$ cat config.mk
export PLATFORM = sky130hd
export DESIGN_NAME = mem_access_unit
export DESIGN_NICKNAME = d
export VERILOG_FILES = /design/src/rtl/mem_access_unit.sv
export SDC_FILE = /design/constraint.sdc
export NUM_CORES = 1
export LEC_CHECK = 0
export CAP_MARGIN = 15
export CORE_MARGIN = 2
export CORE_UTILIZATION = 40
export DETAILED_ROUTE_END_ITERATION = 7
export GPL_ROUTABILITY_DRIVEN = 0
export PLACE_DENSITY = 0.71
export SLEW_MARGIN = 20
export SYNTH_ARGS = -nofsm -noshare
export SYNTH_HDL_FRONTEND = slang
export SYNTH_SLANG_ARGS = --single-unit
$ cat constraint.sdc
create_clock -name clk -period 2.9 [get_ports clk]
set_clock_uncertainty 0.15 [all_clocks]
set_input_delay 0.29 -clock clk [delete_from_list [all_inputs] [get_ports clk]]
set_output_delay 0.29 -clock clk [all_outputs]
set_load 0.02 [all_outputs]
$ cat src/rtl/mem_access_unit.sv
// MEM-stage load/store unit: turns Memread/Memwrite commands into one word-aligned
// bus transaction, stalls the pipeline until ack, and returns extended load data.
module mem_access_unit #(
    parameter int TIMEOUT = 255
) (
    input  logic        clk,
    input  logic        rst,
    input  logic        Memread,
    input  logic        Memwrite,
    input  logic [2:0]  funct3,
    input  logic [31:0] addr,
    input  logic [31:0] wdata,
    output logic        stall,
    output logic [31:0] rdata,
    output logic        rdata_valid,
    output logic        fault,
    output logic        bus_req,
    output logic        bus_we,
    output logic [31:0] bus_addr,
    output logic [31:0] bus_wdata,
    output logic [3:0]  bus_be,
    input  logic        bus_ack,
    input  logic [31:0] bus_rdata
);
    typedef enum logic [1:0] {IDLE, BUSY, DONE} state_t;

    localparam bit          TO_EN   = (TIMEOUT != 0);
    localparam logic [31:0] TO_LAST = TO_EN ? 32'(TIMEOUT - 1) : 32'd0;

    state_t      state_q, state_d;
    logic [31:0] cnt_q, cnt_d;
    logic [31:0] rdata_q, rdata_d;
    logic        rdata_valid_q, rdata_valid_d;
    logic        fault_q, fault_d;
    logic        bus_req_q, bus_req_d;
    logic        bus_we_q, bus_we_d;
    logic [31:0] bus_addr_q, bus_addr_d;
    logic [31:0] bus_wdata_q, bus_wdata_d;
    logic [3:0]  bus_be_q, bus_be_d;
    logic [1:0]  lo_q, lo_d;
    logic [2:0]  f3_q, f3_d;

    logic        cmd, align_ok, f3_ok, legal;
    logic [31:0] st_wdata;
    logic [3:0]  st_be;
    logic [7:0]  ld_byte;
    logic [15:0] ld_half;
    logic [31:0] ld_data;

    always_comb begin
        cmd = Memread | Memwrite;
        case (funct3[1:0])
            2'b01:   align_ok = ~addr[0];
            2'b10:   align_ok = (addr[1:0] == 2'b00);
            default: align_ok = 1'b1;
        endcase
        // Store wins over load, so legality is judged against the store set.
        if (Memwrite) f3_ok = (funct3 == 3'b000) || (funct3 == 3'b001) || (funct3 == 3'b010);
        else          f3_ok = (funct3 == 3'b000) || (funct3 == 3'b001) || (funct3 == 3'b010) ||
                              (funct3 == 3'b100) || (funct3 == 3'b101);
        legal = align_ok & f3_ok;

        case (funct3[1:0])
            2'b00: begin
                st_wdata = {4{wdata[7:0]}};
                st_be    = 4'b0001 << addr[1:0];
            end
            2'b01: begin
                st_wdata = {2{wdata[15:0]}};
                st_be    = addr[1] ? 4'b1100 : 4'b0011;
            end
            default: begin
                st_wdata = wdata;
                st_be    = 4'b1111;
            end
        endcase

        ld_byte = bus_rdata[{lo_q, 3'b000} +: 8];
        ld_half = lo_q[1] ? bus_rdata[31:16] : bus_rdata[15:0];
        case (f3_q)
            3'b000:  ld_data = {{24{ld_byte[7]}}, ld_byte};
            3'b100:  ld_data = {24'd0, ld_byte};
            3'b001:  ld_data = {{16{ld_half[15]}}, ld_half};
            3'b101:  ld_data = {16'd0, ld_half};
            default: ld_data = bus_rdata;
        endcase
    end

    always_comb begin
        state_d       = state_q;
        cnt_d         = cnt_q;
        rdata_d       = rdata_q;
        rdata_valid_d = 1'b0;
        fault_d       = 1'b0;
        bus_req_d     = bus_req_q;
        bus_we_d      = bus_we_q;
        bus_addr_d    = bus_addr_q;
        bus_wdata_d   = bus_wdata_q;
        bus_be_d      = bus_be_q;
        lo_d          = lo_q;
        f3_d          = f3_q;
        case (state_q)
            IDLE: begin
                if (cmd) begin
                    if (legal) begin
                        state_d     = BUSY;
                        cnt_d       = 32'd0;
                        bus_req_d   = 1'b1;
                        bus_we_d    = Memwrite;
                        bus_addr_d  = {addr[31:2], 2'b00};
                        bus_wdata_d = Memwrite ? st_wdata : 32'd0;
                        bus_be_d    = Memwrite ? st_be : 4'b1111;
                        lo_d        = addr[1:0];
                        f3_d        = funct3;
                    end else begin
                        fault_d = 1'b1;
                    end
                end
            end
            BUSY: begin
                if (bus_ack) begin
                    state_d   = DONE;
                    bus_req_d = 1'b0;
                    if (!bus_we_q) begin
                        rdata_d       = ld_data;
                        rdata_valid_d = 1'b1;
                    end
                end else if (TO_EN && (cnt_q == TO_LAST)) begin
                    state_d   = DONE;
                    bus_req_d = 1'b0;
                    fault_d   = 1'b1;
                end else begin
                    cnt_d = cnt_q + 32'd1;
                end
            end
            default: state_d = IDLE;
        endcase

        stall = ((state_q == IDLE) && cmd && legal) || (state_q == BUSY);
    end

    always_ff @(posedge clk) begin
        if (rst) begin
            state_q       <= IDLE;
            cnt_q         <= 32'd0;
            rdata_q       <= 32'd0;
            rdata_valid_q <= 1'b0;
            fault_q       <= 1'b0;
            bus_req_q     <= 1'b0;
            bus_we_q      <= 1'b0;
            bus_addr_q    <= 32'd0;
            bus_wdata_q   <= 32'd0;
            bus_be_q      <= 4'd0;
            lo_q          <= 2'd0;
            f3_q          <= 3'd0;
        end else begin
            state_q       <= state_d;
            cnt_q         <= cnt_d;
            rdata_q       <= rdata_d;
            rdata_valid_q <= rdata_valid_d;
            fault_q       <= fault_d;
            bus_req_q     <= bus_req_d;
            bus_we_q      <= bus_we_d;
            bus_addr_q    <= bus_addr_d;
            bus_wdata_q   <= bus_wdata_d;
            bus_be_q      <= bus_be_d;
            lo_q          <= lo_d;
            f3_q          <= f3_d;
        end
    end

    assign rdata       = rdata_q;
    assign rdata_valid = rdata_valid_q;
    assign fault       = fault_q;
    assign bus_req     = bus_req_q;
    assign bus_we      = bus_we_q;
    assign bus_addr    = bus_addr_q;
    assign bus_wdata   = bus_wdata_q;
    assign bus_be      = bus_be_q;
endmodule

==> flow_summary.ini, run 1 <==
[route]
routed_wirelength_um = 19400
vias_per_inst = 5.20
drc = 0
dr.first_iter.drc_count = 325
drt-wirelength-per-cell_um = 15.7
firstDrtPassIters = 4
routed-via-count = 6427
detail-route-antenna-nets = 0

[layout]
finish.cell_count_without_fillers = 1236
layout.cells.most_common_list = 204 x sky130_fd_sc_hd__clkdlybuf4s50_1, 175 x sky130_fd_sc_hd__nand2_1, 141 x sky130_fd_sc_hd__dfxtp_1
post_route_cells_drive_above_1_share = 0.0922
fill_cells = 1441
flow.area_growth_from_synthesis_pct = 44.4
insertedDiodeCount = 0
nets = 1116
final_common_cell = sky130_fd_sc_hd__clkdlybuf4s50_1

[place]
port-buffer-count = 206
detailedPlacementHpwl_um = 13700
number_of_placed_instances_with_taps_included = 1204

[logic_synthesis]
synth_top_cell_area_share = 0.432
synth-async-reset-ratio = 0
ys_top_cells_by_area = sky130_fd_sc_hd__dfxtp_1 43%, sky130_fd_sc_hd__nand2_1 10%, sky130_fd_sc_hd__a21oi_1 9.0%
synth_top_flop_cell = sky130_fd_sc_hd__dfxtp_1
synth_area_um2 = 6530
synth_top_cell_by_area = sky130_fd_sc_hd__dfxtp_1
synth_seq_area_share = 0.432
syn_inst = 818
synth-seq-cells = 141
synth-warning-count = 0
synth-edff-count = 0
synthDistinctLibCells = 58
syn-mean-instance-area_um2 = 7.98

[pwr]
powerDensity_nw_per_um2 = 552
power.ir.vdd_worst_v = 0.000455
static-leakage-power_uw = 0.00327
totalPowerFinal_uw = 5210

[worst_setup_path]
worstPathArrival_ns = 2.28
critPathKind = input pin to output port
critPathMaxFanout = 3
worst_setup_path_startpoint = funct3[1]
r2r_path_start = state_q[1]$_SDFFE_PP0P_
timing.critical_path.required_ns = 2.46
critical_path.endpoint_type = output port
timing.rr.end = cnt_q[17]$_SDFFE_PP0P_
cp-endpoint = stall
reg2reg_depth = 8
setup.worst_path.start_class = input pin
r2r_slack_ns = 0.56

[sta]
fin_crit_ns = 2.72
setup_violations = 0
slew_viol_final = 0
final_min_period_over_clock_period = 0.939
worst_pin_slew_ns = 0.663
hold_viol = 0
unrepaired_setup_endpoints_after_global_routing = false
slew_headroom = 0.557
maxClockFrequency_mhz = 367

[floorplanning]
die_width_um = 132
core_area_um2 = 15900
die_height_um = 132
pin_count = 209
placement_rows = 46
start_util = 0.410
die_area_um2 = 17400

[status]
status = completed

[cts]
tritoncts_clock_tree = built
cts_num_sinks = 141
max-clock-path-buffers = 2
clock_tree.root_cell = sky130_fd_sc_hd__clkbuf_16
clk_pin_slew_worst_paths_ns = 0.06
hold_buffers = 0
cts_buffers = 17
clock_insertion_delay_worst_skew_ns = 0.43
clock_tree.htree_level_count = 4
post-cts-setup-buffer-count = 0

[min_path]
hp-start = rst
min-delay-path-class = input pin to flop

[global_routing]
grt_pass1_wl_um = 31800
antenna_found_initial = 1
globalRouteTotalUtil = 0.224
pin_count_of_the_biggest_net_entering_global_routing = 46
vias_in_the_first_global_route = 6273
grt_overflow = 0

[run]
drv.max_cap_violation_count = 0
-- sequential cells by signal (all words and copies together), names as in the netlist --
name	cells
bus_addr	30
bus_be	4
bus_req	1
bus_wdata	32
bus_we	1
cnt_q	32
f3_q	3
fault	1
lo_q	2
rdata	32
rdata_valid	1
state_q	2
-- stage by stage --
stage | hold WS [ns] | setup slack [ns] | util | TNS, ns | cell area (µm²)
3_3_place_gp | 0.289 | -0.110 | 0.553 | -1.31 | 8820
5_1_grt | 0.118 | 0.0838 | 0.591 | 0 | 9430
4_1_cts | 0.0890 | 0.174 | 0.591 | 0 | 9430
2_1_floorplan | 0.276 | 0.469 | - | 0 | 6530
3_5_place_dp | 0.293 | -0.133 | 0.553 | -2.12 | 8820
6_report | 0.100 | 0.176 | 0.591 | 0 | 9430
-- how the worst min path moves through the flow --
stage / slack [ns] / end / depth (start not counted)
3_5_place_dp: 0.29 / bus_wdata[18]$_SDFFE_PP0P_ / 2
3_3_place_gp: 0.29 / bus_wdata[17]$_SDFFE_PP0P_ / 2
4_1_cts: 0.09 / rdata[9]$_SDFFE_PP0P_ / 2
5_1_grt: 0.12 / rdata[15]$_SDFFE_PP0P_ / 2
6_report: 0.10 / rdata[9]$_SDFFE_PP0P_ / 2
2_1_floorplan: 0.28 / f3_q[2]$_SDFFE_PP0P_ / 2
-- layout make-up --
class                   count  area [µm²]  area share
inverters                  14        52.6     0.00557
flip-flops and latches    141        2820       0.299
clock buffers              21         450      0.0478
clock inverters            11         156      0.0166
well taps                 216         270      0.0287
multi-input cells         599        3360       0.356
repair buffers            234        2320       0.246
-- kinds of logic after synthesis --
kind of cell / count (synthesis) / synth area share
compound gates: 209 / 0.197
xor+xnor: 28 / 0.0376
fa+ha+maj: 5 / 0.00958
buf+inv: 79 / 0.0562
flops: 141 / 0.432
mux: 16 / 0.0305
other cells: 1 / 0.000574
simple gates: 339 / 0.236
-- per-layer routing --
metal / track usage / wire length, µm
met1: 0.279 / 8280
met2: 0.357 / 9020
met3: 0.0804 / 1750
met4: 0.0809 / 386
met5: 0 / 0
-- worst max-delay path, stage by stage --
cell	delay, ns
sky130_fd_sc_hd__clkdlybuf4s50_1	0.50
sky130_fd_sc_hd__ha_1	0.17
sky130_fd_sc_hd__or3b_1	0.37
sky130_fd_sc_hd__a311o_1	0.33
sky130_fd_sc_hd__nand2b_4	0.15
sky130_fd_sc_hd__nand2_1	0.12
sky130_fd_sc_hd__dlygate4sd2_1	0.35
-- Yosys cell counts (4+ instances only) --
cell type,count
sky130_fd_sc_hd__a21oi_1,117
sky130_fd_sc_hd__nand4_1,9
sky130_fd_sc_hd__a22oi_1,8
sky130_fd_sc_hd__nand2_1,175
sky130_fd_sc_hd__a211oi_2,10
sky130_fd_sc_hd__ha_1,5
sky130_fd_sc_hd__nor4_1,5
sky130_fd_sc_hd__buf_1,4
sky130_fd_sc_hd__o21ai_0,33
sky130_fd_sc_hd__xnor2_1,28
sky130_fd_sc_hd__nand3_1,43
sky130_fd_sc_hd__clkbuf_1,38
sky130_fd_sc_hd__dfxtp_1,141
sky130_fd_sc_hd__buf_2,16
sky130_fd_sc_hd__and4_1,4
sky130_fd_sc_hd__nor3_1,13
sky130_fd_sc_hd__nand2b_1,7
sky130_fd_sc_hd__a22o_1,9
sky130_fd_sc_hd__nor2_1,53
sky130_fd_sc_hd__and3_1,7
sky130_fd_sc_hd__mux2_2,11
sky130_fd_sc_hd__a211oi_1,7
sky130_fd_sc_hd__inv_1,14
sky130_fd_sc_hd__o211ai_1,6
-- where the power goes --
part | internal [µW] | switching [µW]
clock network | 1390 | 872
registers | 2020 | 49.7
logic | 409 | 471
total | 3810 | 1390
-- timing repair --
action | in CTS | in global routing
endpoints found under the setup margin | 1 | 0
hold endpoints to repair | 0 | 0
gates resized for setup | 1 | 0
No activity file was read; power rests on OpenSTA's default activity.
==> inputs of run 2 (changes only) <==
Settings changed: REMOVE_ABC_BUFFERS set to 1.
==> run 2 against run 1 <==
Count of clock-buffer cells in the layout grew 1. Worst setup slack got worse by 0.046 ns. First-iteration DRC count rose by 26%. Global-route usage increased by 0.35 points. Cell area up 0.81%. Utilization increased by 0.48 points. Wire length is 1.4% higher. Critical path type unchanged. Largest cell class unchanged. Largest power group unchanged.
==> flow_summary.ini, run 2 (synthesized netlist as in run 1, its figures left out) <==
[pwr]
totalPowerFinal_uw = 5340
power.ir.vdd_worst_v = 0.000454
static-leakage-power_uw = 0.00333
powerDensity_nw_per_um2 = 561

[cts]
tritoncts_clock_tree = built
clk_pin_slew_worst_paths_ns = 0.06
max-clock-path-buffers = 2
post-cts-setup-buffer-count = 0
cts_buffers = 17
cts_num_sinks = 141
clock_tree.htree_level_count = 4
clock_tree.root_cell = sky130_fd_sc_hd__clkbuf_16
hold_buffers = 0
clock_insertion_delay_worst_skew_ns = 0.42

[sta]
slew_headroom = 0.351
fin_crit_ns = 2.77
setup_violations = 0
setup_total_negative_slack_ns = 0
slew_viol_final = 0
maxClockFrequency_mhz = 361
hold_viol = 0
final_min_period_over_clock_period = 0.955
holdWs_ns = 0.250
least_setup_slack_across_all_paths_after_layout_ns = 0.129
unrepaired_setup_endpoints_after_global_routing = false
worst_pin_slew_ns = 0.974

[layout]
nets = 1120
layout.cells.most_common_list = 204 x sky130_fd_sc_hd__clkdlybuf4s50_1, 175 x sky130_fd_sc_hd__nand2_1, 141 x sky130_fd_sc_hd__dfxtp_1
insertedDiodeCount = 0
post_route_cells_drive_above_1_share = 0.0986
final_common_cell = sky130_fd_sc_hd__clkdlybuf4s50_1
flow.area_growth_from_synthesis_pct = 45.6
final_util = 0.596

[global_routing]
globalRouteTotalUtil = 0.227
grt_overflow = 0
vias_in_the_first_global_route = 6335
pin_count_of_the_biggest_net_entering_global_routing = 93
antenna_found_initial = 1
grt_pass1_wl_um = 32400

[floorplanning]
die_height_um = 132
die_width_um = 132
die_area_um2 = 17400
pin_count = 209
placement_rows = 46
start_util = 0.410
core_area_um2 = 15900

[route]
firstDrtPassIters = 5
drc = 0
detail-route-antenna-nets = 0
routed-via-count = 6513
drt-wirelength-per-cell_um = 15.9
vias_per_inst = 5.25
routed_wirelength_um = 19700
dr.first_iter.drc_count = 411

[worst_setup_path]
critPathKind = input pin to output port
worst_path_largest_cell_delay_ns = 0.45
worstPathArrival_ns = 2.33
critical_path.endpoint_type = output port
critical_path.cell_chain = clkdlybuf4s50_1 -> inv_1 -> ha_1 -> or3b_1 -> a311o_1 -> nand2b_4 -> nand2_1 -> dlygate4sd2_1
reg2reg_depth = 6
timing.critical_path.buf_inv = 3
critical_path.top_delay_family = buffers and inverters
critical_path_depth = 8
critPathSlowestCell = sky130_fd_sc_hd__clkdlybuf4s50_1
critPathMaxFanout = 2
setup.worst_path.start_class = input pin
timing.critical_path.required_ns = 2.46

[run]
drv.max_cap_violation_count = 0

[status]
status = completed

[place]
port-buffer-count = 206
detailedPlacementHpwl_um = 13600
placement.setup.worst_slack_ns = -0.164

[min_path]
min-delay-path-class = input pin to flop
worstHoldPathCells = 5
[run 2: changes by cell type in the layout (fill, tap and decap cells not counted)]
cell                         previous run  this run
sky130_fd_sc_hd__buf_4                 24        28
sky130_fd_sc_hd__bufinv_16              3         4
sky130_fd_sc_hd__clkbuf_1               3         0
sky130_fd_sc_hd__clkbuf_8               1         5
sky130_fd_sc_hd__clkinv_2               0         3
sky130_fd_sc_hd__clkinv_4               2         1
sky130_fd_sc_hd__clkinvlp_4             3         2
sky130_fd_sc_hd__inv_6                  3         0
[run 2: what timing repair did]
action,4_1_cts,5_1_grt
endpoints found under the hold margin,0,0
resized for setup,1,0
setup endpoints to repair,1,0
[run 2: routing by layer]
metal / up-vias / wire [µm] / global-route usage
li1: 3202 / - / -
met1: 3026 / 8160 / 0.273
met2: 264 / 9200 / 0.365
met3: 19 / 2050 / 0.104
met4: 2 / 282 / 0.0670
met5: - / 13 / 0
[run 2: cell type report]
type | instances | area (µm²)
sequential | 141 | 2820
clock buffer | 22 | 494
inverter | 14 | 52.6
clock inverter | 10 | 159
multi-input combinational | 599 | 3360
timing repair buffer | 238 | 2350
tap | 216 | 270
fill | 1438 | 6440
[run 2: final timing paths]
kind | startpoint | to | slack (ns)
worst max-delay path | funct3[0] | stall | 0.13
worst max register to register | cnt_q[2]$_SDFFE_PP0P_ | cnt_q[21]$_SDFFE_PP0P_ | 0.58
worst min-delay path | rst | bus_be[1]$_SDFFE_PP0P_ | 0.25
worst min register to register | bus_wdata[16]$_SDFFE_PP0P_ | bus_wdata[16]$_SDFFE_PP0P_ | 0.30
[run 2: worst register-to-register path: cells and delay by family, from the launching register on]
kind	cells	cell delay [ns]
DFF	1	0.42
and+or+nand+nor	3	1.30
AOI/OAI and AO/OA	3	0.34
[run 2: stage by stage]
stage	instance area [µm²]	cells
6_report	9510	1240
5_1_grt	9510	1240
4_1_cts	9510	1240
3_5_place_dp	8850	1208
3_3_place_gp	8850	1208
2_1_floorplan	6220	754
[run 2: report_power, final]
part	switching (µW)	internal (µW)	total (µW)
combinational	473	414	887
sequential	49.8	2020	2070
clock	829	1550	2380
==> inputs of run 3 (changes only) <==
Settings changed: ABC_CLOCK_PERIOD_IN_PS set to 2900.
==> results of run 3 <==
No change in the layout: final DEF, timing and power equal those of run 2.
